$ cat src/rtl/fetch_unit.sv
`timescale 1ns/1ps
// fetch_unit: KGP-RISC instruction fetch stage. Produces the PC, fetches words
// over a req/ready memory port into a 2-entry queue, and hands the head word to
// decode. Redirects flush the queue. A redirect that lands while a memory
// request is still waiting parks in DROP until that stale response arrives.
module fetch_unit #(
    parameter int              PC_W     = 32,
    parameter logic [PC_W-1:0] RESET_PC = '0
) (
    input  logic            clk,
    input  logic            rst,
    output logic            imem_req,
    output logic [PC_W-1:0] imem_addr,
    input  logic [31:0]     imem_rdata,
    input  logic            imem_ready,
    output logic [31:0]     instr,
    output logic [PC_W-1:0] instr_pc,
    output logic [3:0]      opcode,
    output logic            instr_valid,
    input  logic            instr_ready,
    input  logic            redirect,
    input  logic [PC_W-1:0] redirect_pc
);

    typedef enum logic {FETCH, DROP} fetchState_e;

    fetchState_e     state;
    logic [PC_W-1:0] pc;
    logic [PC_W-1:0] tgt;
    logic            pend;
    logic [31:0]     qData [2];
    logic [PC_W-1:0] qPc   [2];
    logic            head;
    logic [1:0]      count;

    logic            memFire;
    logic            memWait;
    logic            pushFire;
    logic            popFire;
    logic            wrIdx;
    logic [PC_W-1:0] redirectAligned;

    // A request stays up while draining a wrong-path word, while one is
    // outstanding, or while the queue still has room; reset kills it outright.
    assign imem_req  = ~rst & ((state == DROP) | pend | (count < 2'd2));
    assign imem_addr = pc;

    assign memFire         = imem_req & imem_ready;
    assign memWait         = imem_req & ~imem_ready;
    assign popFire         = instr_valid & instr_ready;
    assign pushFire        = memFire & (state == FETCH) & ~redirect;
    assign wrIdx           = head ^ count[0];
    assign redirectAligned = {redirect_pc[PC_W-1:2], 2'b00};

    // The decode-facing outputs come straight from the queue registers.
    assign instr       = qData[head];
    assign instr_pc    = qPc[head];
    assign opcode      = instr[31:28];
    assign instr_valid = (count != 2'd0);

    // Single state process: reset beats redirect, which beats normal fetch/dequeue.
    always_ff @(posedge clk) begin
        if (rst) begin
            state    <= FETCH;
            pc       <= RESET_PC;
            tgt      <= '0;
            pend     <= 1'b0;
            head     <= 1'b0;
            count    <= 2'd0;
            qData[0] <= '0;
            qData[1] <= '0;
            qPc[0]   <= '0;
            qPc[1]   <= '0;
        end else begin
            pend <= memWait;
            if (redirect) begin
                count <= 2'd0;
                head  <= 1'b0;
                if (state == DROP) begin
                    tgt <= redirectAligned;
                    if (imem_ready) begin
                        pc    <= redirectAligned;
                        state <= FETCH;
                    end
                end else if (memWait) begin
                    tgt   <= redirectAligned;
                    state <= DROP;
                end else begin
                    pc <= redirectAligned;
                end
            end else if (state == DROP) begin
                if (imem_ready) begin
                    pc    <= tgt;
                    state <= FETCH;
                end
            end else begin
                if (pushFire) begin
                    qData[wrIdx] <= imem_rdata;
                    qPc[wrIdx]   <= pc;
                    pc           <= pc + PC_W'(4);
                end
                if (popFire) begin
                    head <= ~head;
                end
                count <= count + {1'b0, pushFire} - {1'b0, popFire};
            end
        end
    end

endmodule

$ cat config.mk
export PLATFORM = sky130hd
export DESIGN_NAME = fetch_unit
export DESIGN_NICKNAME = d
export VERILOG_FILES = /design/src/rtl/fetch_unit.sv
export SDC_FILE = /design/constraint.sdc
export NUM_CORES = 1
export LEC_CHECK = 0
export ABC_AREA = 1
export CAP_MARGIN = 10
export CORE_ASPECT_RATIO = 2
export CORE_MARGIN = 4
export CORE_UTILIZATION = 45
export DETAILED_ROUTE_END_ITERATION = 6
export GPL_TIMING_DRIVEN = 0
export PLACE_DENSITY = 0.7
export SETUP_SLACK_MARGIN = 0.15
export SLEW_MARGIN = 5
export SYNTH_ARGS = -nofsm -noshare
export SYNTH_HDL_FRONTEND = slang
export SYNTH_SLANG_ARGS = --single-unit
$ cat constraint.sdc
create_clock -name clk -period 5.94 [get_ports clk]
set_clock_uncertainty 0.05 [all_clocks]
set_input_delay 0.594 -clock clk [delete_from_list [all_inputs] [get_ports clk]]
set_output_delay 0.594 -clock clk [all_outputs]
set_load 0.1 [all_outputs]
After elaboration in Yosys (flattened, before gate mapping)
Memories as Yosys holds them, arrays and structs flattened. A register that Yosys moved wholly into a read port is not among the register bits.
Cells that the tools add are included.
{"block": "word_totals", "ff_bits": 69, "ramBits": 128, "n_memories": 2, "out_inout_bits": 102}
{"block": "classes", "n_eq_ne": 2, "n_lt_le_gt_ge": 1, "bitwise_logic": 14, "muxes": 31, "add_sub_neg": 3, "reduce_logical": 9}
{"memory": "qData", "words": 2, "word_bits": 32, "rd": 1, "rd_clocked_by_memory_dff": 1, "write_ports": 2, "line": "31", "rtl": "logic [31:0] qData [2];"}
{"memory": "qPc", "words": 2, "word_bits": 32, "rd": 1, "rd_clocked_by_memory_dff": 1, "write_ports": 2, "line": "32", "rtl": "logic [PC_W-1:0] qPc [2];"}
{"op": "32-bit two-way mux", "n": 11}
{"op": "32-bit OR reduction", "n": 2}
{"op": "32-bit by 3-bit adder with 32-bit output, second input constant", "n": 1}
{"op": "1-bit two-way mux", "n": 20}
{"op": "1-bit AND", "n": 6}
{"op": "1-bit inverter", "n": 5}
{"op": "2-bit AND reduction", "n": 2}
{"op": "2-bit nonzero test", "n": 2}
{"op": "3-bit inequality test, second input constant", "n": 1}
{"op": "3-bit AND reduction", "n": 1}
{"op": "3-bit nonzero test", "n": 1}
{"op": "2-bit by 1-bit adder with 2-bit output", "n": 1}
{"op": "2-bit < comparator, second input constant", "n": 1}
{"op": "2-bit inequality test, second input constant", "n": 1}
{"op": "1-bit bitwise OR", "n": 2}
{"op": "2-bit OR reduction", "n": 1}
{"op": "2-bit by 1-bit subtractor with 2-bit output", "n": 1}
{"op": "1-bit bitwise XOR", "n": 1}

Depth between registers and ports, before layout
{"block": "logic_depth", "depth_word": 13, "ltp_mapped": 13, "mapped_depth_nobuf": 12}

Least setup slack after synthesis
No wires, ideal clock.
{"block": "synth_timing", "kind": "in2reg", "from": "in redirect", "to": "mem qData[1][0], enable pin", "slack_ns": 2.589, "path_buffers": 3, "stages": 7, "arrival_ns": 2.879, "cell_sequence": "clkbuf_1 > nor2_1 > nand2_1 > or2_1 > buf_6 > buf_6 > nand2_1"}
{"item": "from (decl)", "line": "21", "rtl": "input logic redirect,"}
{"item": "to (decl)", "line": "31"}

==> impl_metrics.py <==
metrics = {
    "run_status": {
        "status": "finished, final reports clean",
    },
    "min_path": {
        "timing.hold.worst_path_depth": 2,
        "holdCritStartpoint": "tgt[22]",
        "hold_end": "tgt[22]",
        "worst_hold_path_type": "flop to flop",
    },
    "finish": {
        "post_layout_nonfiller_instances": 1507,
        "fillCellCount": 1827,
        "drive_above_1_share_pct": 16.4,
        "final_cell_area_um2": 12000,
        "final_net_count": 1300,
        "antenna_cells": 0,
        "seq_area_um2": 5040,
        "area_delta_synth_final_pct": 28.3,
        "multi_input_comb_area_um2": 3550,
    },
    "sta": {
        "worst_hold_slack_ns": 0.406,
        "hold_viol_final": 0,
        "setup_total_negative_slack_ns": 0,
        "final_min_period_over_clock_period_pct": 62.1,
        "fmax_mhz": 271,
        "setup_viol": 0,
        "final_period_minus_worst_setup_slack_ns": 3.69,
        "tightest_slew_ns": 1.04,
        "grt_setup_unrepaired": "no",
        "slew_violations": 0,
        "maxSlewHeadroom_pct": 30.5,
    },
    "drt": {
        "dr_total_vias": 7345,
        "detail_route.wl_per_cell_um": 15.9,
        "m1WireLength_um": 8660,
        "dr_wl_met3_um": 1150,
        "met2_length_um": 13300,
        "drt_first_pass_iters": 5,
        "antenna_violation_net_count_after_detailed_routing": 0,
        "route.top_layer_used": "met4",
        "vias_per_cell": 4.87,
        "drt-initial-drc-count": 435,
        "drc": 0,
        "overall_routed_net_length_um": 24000,
    },
    "yosys": {
        "synth_simple_gate_area_share_pct": 21.1,
        "synth.lib_cells_used.distinct": 36,
        "postSynthAreaPerCell_um2": 9.02,
        "synth_cells": 1041,
        "synth.mux.area_fraction_pct": 7.43,
        "ys_ff_latch": 190,
        "dominant_combinational_cell_family_by_area_after_synthesis": "simple AND/OR/NAND/NOR gates",
        "synth_seq_area_share_pct": 53.7,
        "synth-adder-area-share_pct": 0.400,
        "synth-warning-count": 0,
        "synth_xor_area_share_pct": 0.653,
        "synth-compound-area-share_pct": 7.86,
        "synth_area_um2": 9390,
    },
    "floorplan": {
        "std_cell_rows": 74,
        "die_height_um": 212,
        "core_region_area_um2": 20500,
        "initial_core_util_pct": 45.9,
        "boundaryPins": 171,
        "die_area_um2": 23400,
        "die_w_um": 110,
    },
    "power": {
        "report.power.total_w": 0.00350,
        "vdd_ir_drop_max_uv": 179,
        "switching_share_pct": 33.9,
        "internal-power_w": 0.00231,
        "share_comb_of_total_power_pct": 23.5,
        "p_clk_share_pct": 32.8,
        "seq_power_share_pct": 43.7,
        "switchingPower_w": 0.00118,
        "p_leak_nw": 4.82,
        "cellPowerDensity_nw_per_um2": 290,
    },
    "job": {
        "timing.max_cap.violations": 0,
    },
    "placement": {
        "place.port_buffers": 163,
        "hpwl_um": 18700,
        "dp_cells": 1475,
        "dpl-instance-area_um2": 11400,
        "gp_congestion": 0.905,
    },
    "cts": {
        "cts.htree.levels": 4,
        "tritoncts.num_buffers": 17,
        "cts_resized": 0,
        "cts.path.max_buffers": 2,
        "tritoncts": "done",
        "post-cts-setup-buffers": 0,
        "worstSkewPairLatency_ns": 0.43,
        "hold_fix_buffers_cts": 0,
        "cts.sinks": 190,
        "clk_pin_slew_worst_paths_ns": 0.07,
        "root_buffer": "sky130_fd_sc_hd__clkbuf_16",
    },
    "setup_path": {
        "critical_path_buf_inv_count": 3,
        "crit_chain": "clkbuf_1 > clkbuf_1 > mux2_2 > clkdlybuf4s50_1",
        "reg2regPathDepth": 9,
        "critPathKind": "flop to primary output",
        "cpMaxStageDelayCell": "sky130_fd_sc_hd__clkdlybuf4s50_1",
        "crit_required_ns": 5.30,
        "max_stage_delay_ns": 1.16,
        "critical-path-top-delay-family": "buffers and inverters",
        "critical_path_peak_fanout": 10,
        "critical-path-top-cell-by-count": "sky130_fd_sc_hd__clkbuf_1",
        "crit-reg2reg-capture": "qData[0][14]",
        "crit-reg2reg-launch": "state",
        "critical_path.endpoint_type": "primary output",
        "critical_path_arrival_ns": 3.04,
        "rrSetupSlack_ns": 3.48,
        "start_kind": "flop",
    },
    "global_route": {
        "initial_antenna_violation_count": 0,
        "first_global_vias": 7458,
        "grt_overflow_total": 0,
        "grt_first_pass_wirelength_um": 37700,
        "pin_count_of_the_biggest_net_entering_global_routing": 50,
        "gr-usage-all-layers_pct": 21.2,
    },
}
how the worst max path moves through the flow:
stage	slack, ns	cells after the start	to
6_report	2.25	4	instr_pc[26]
4_1_cts	2.05	4	instr[11]
3_3_place_gp	0.96	7	qData[0][6]
5_1_grt	2.05	4	instr[11]
3_5_place_dp	2.61	8	qData[0][6]
2_1_floorplan	2.59	7	qData[1][0]
area by class of cell:
type	count	area share, %
Sequential cell	190	41.9
Multi-Input combinational cell	665	29.4
Timing Repair Buffer	165	14.0
Inverter	130	4.07
Clock buffer	20	4.06
Buffer	59	2.79
Tap cell	266	2.76
Clock inverter	12	0.987
registers in the layout, summed over array words and instances (netlist names), named ones only:
register / count
qData: 64
state: 1
tgt: 30
head: 1
pend: 1
count: 2
qPc: 60
imem_addr: 30
stage by stage:
stage               worst slack [ns]  util [%]
finish                          2.25      58.9
floorplan                       2.59         -
CTS                             2.05      58.9
detailed placement              2.61      55.9
global route                    2.05      58.9
global placement               0.964      55.6
cells in the mapped netlist:
| master | number | area [um^2] |
|---|---|---|
| sky130_fd_sc_hd__edfxtp_1 | 124 | 3720 |
| sky130_fd_sc_hd__a211oi_1 | 1 | 7.51 |
| sky130_fd_sc_hd__nor2_4 | 10 | 113 |
| sky130_fd_sc_hd__inv_4 | 1 | 6.26 |
| sky130_fd_sc_hd__o21a_1 | 1 | 7.51 |
| sky130_fd_sc_hd__nand3_2 | 1 | 10.0 |
| sky130_fd_sc_hd__a21o_1 | 1 | 7.51 |
| sky130_fd_sc_hd__nand2_2 | 1 | 6.26 |
| sky130_fd_sc_hd__nor2_2 | 53 | 332 |
| sky130_fd_sc_hd__or2_1 | 1 | 6.26 |
| sky130_fd_sc_hd__and2_1 | 1 | 6.26 |
| sky130_fd_sc_hd__nand2_1 | 202 | 758 |
| sky130_fd_sc_hd__buf_2 | 14 | 70.1 |
| sky130_fd_sc_hd__o22ai_1 | 1 | 6.26 |
| sky130_fd_sc_hd__inv_2 | 2 | 7.51 |
| sky130_fd_sc_hd__a2111oi_0 | 1 | 8.76 |
| sky130_fd_sc_hd__xnor2_1 | 1 | 8.76 |
| sky130_fd_sc_hd__nand2_4 | 1 | 11.3 |
| sky130_fd_sc_hd__ha_1 | 3 | 37.5 |
| sky130_fd_sc_hd__mux2_2 | 62 | 698 |
| sky130_fd_sc_hd__buf_4 | 8 | 60.1 |
| sky130_fd_sc_hd__a211oi_2 | 4 | 50.1 |
| sky130_fd_sc_hd__a21oi_1 | 85 | 425 |
| sky130_fd_sc_hd__o21ai_0 | 42 | 210 |
| sky130_fd_sc_hd__conb_1 | 1 | 3.75 |
| sky130_fd_sc_hd__o21ai_2 | 1 | 8.76 |
| sky130_fd_sc_hd__a31oi_1 | 1 | 6.26 |
| sky130_fd_sc_hd__xor2_1 | 6 | 52.6 |
| sky130_fd_sc_hd__inv_1 | 127 | 477 |
| sky130_fd_sc_hd__nor2_1 | 135 | 507 |
| sky130_fd_sc_hd__dfxtp_1 | 66 | 1320 |
| sky130_fd_sc_hd__nand3_1 | 45 | 225 |
| sky130_fd_sc_hd__or2_2 | 1 | 6.26 |
| sky130_fd_sc_hd__clkbuf_1 | 25 | 93.8 |
| sky130_fd_sc_hd__buf_1 | 3 | 11.3 |
| sky130_fd_sc_hd__buf_6 | 9 | 101 |
kinds of logic (layout without fill, tap and decap cells):
kind of cell	after synthesis	after routing
mux	62	62
xor+xnor	7	7
buf+inv	189	386
simple gates	451	451
fa+ha+maj	3	3
compound gates	138	138
other cells	1	4
flops	190	190
worst reg2reg max path, cell delays in order, from the launching register on:
cell and delay (ns):
sky130_fd_sc_hd__dfxtp_1 0.33, sky130_fd_sc_hd__buf_6 0.14, sky130_fd_sc_hd__inv_4 0.06, sky130_fd_sc_hd__nand3_2 0.07
sky130_fd_sc_hd__nand2_4 0.08, sky130_fd_sc_hd__nor2_4 0.10, sky130_fd_sc_hd__nand3_1 0.38, sky130_fd_sc_hd__buf_2 0.37
sky130_fd_sc_hd__nand2_4 0.23, sky130_fd_sc_hd__buf_16 0.29
routing by layer:
layer	global-route usage [%]	vias up
met2	40.2	228
met4	9.82	0
met1	22.0	3339
li1	-	3721
met5	0	-
met3	3.56	57
power by group through the flow:
stage	Clock (W)	Sequential, W	Combinational, W
floorplan	0	0.00169	0.000459
global placement	0	0.00156	0.000813
detailed placement	0	0.00156	0.000823
CTS	0.00117	0.00153	0.000826
global route	0.00123	0.00154	0.000871
finish	0.00115	0.00153	0.000821
cell usage in the layout, fill, tap and decap left out, types with 4 or more instances in the layout:
cell                              instances
sky130_fd_sc_hd__edfxtp_1               124
sky130_fd_sc_hd__nor2_2                  53
sky130_fd_sc_hd__o21ai_0                 42
sky130_fd_sc_hd__xor2_1                   6
sky130_fd_sc_hd__clkbuf_16               19
sky130_fd_sc_hd__mux2_2                  62
sky130_fd_sc_hd__nor2_4                  10
sky130_fd_sc_hd__a21oi_1                 85
sky130_fd_sc_hd__nor2_1                 135
sky130_fd_sc_hd__clkinv_4                 5
sky130_fd_sc_hd__clkbuf_1                25
sky130_fd_sc_hd__nand2_1                200
sky130_fd_sc_hd__buf_4                    8
sky130_fd_sc_hd__conb_1                   4
sky130_fd_sc_hd__buf_6                    9
sky130_fd_sc_hd__dfxtp_1                 66
sky130_fd_sc_hd__clkdlybuf4s50_1        163
sky130_fd_sc_hd__a211oi_2                 4
sky130_fd_sc_hd__buf_2                   14
sky130_fd_sc_hd__inv_1                  127
sky130_fd_sc_hd__nand3_1                 45
No activity file was read; power rests on OpenSTA's default activity.
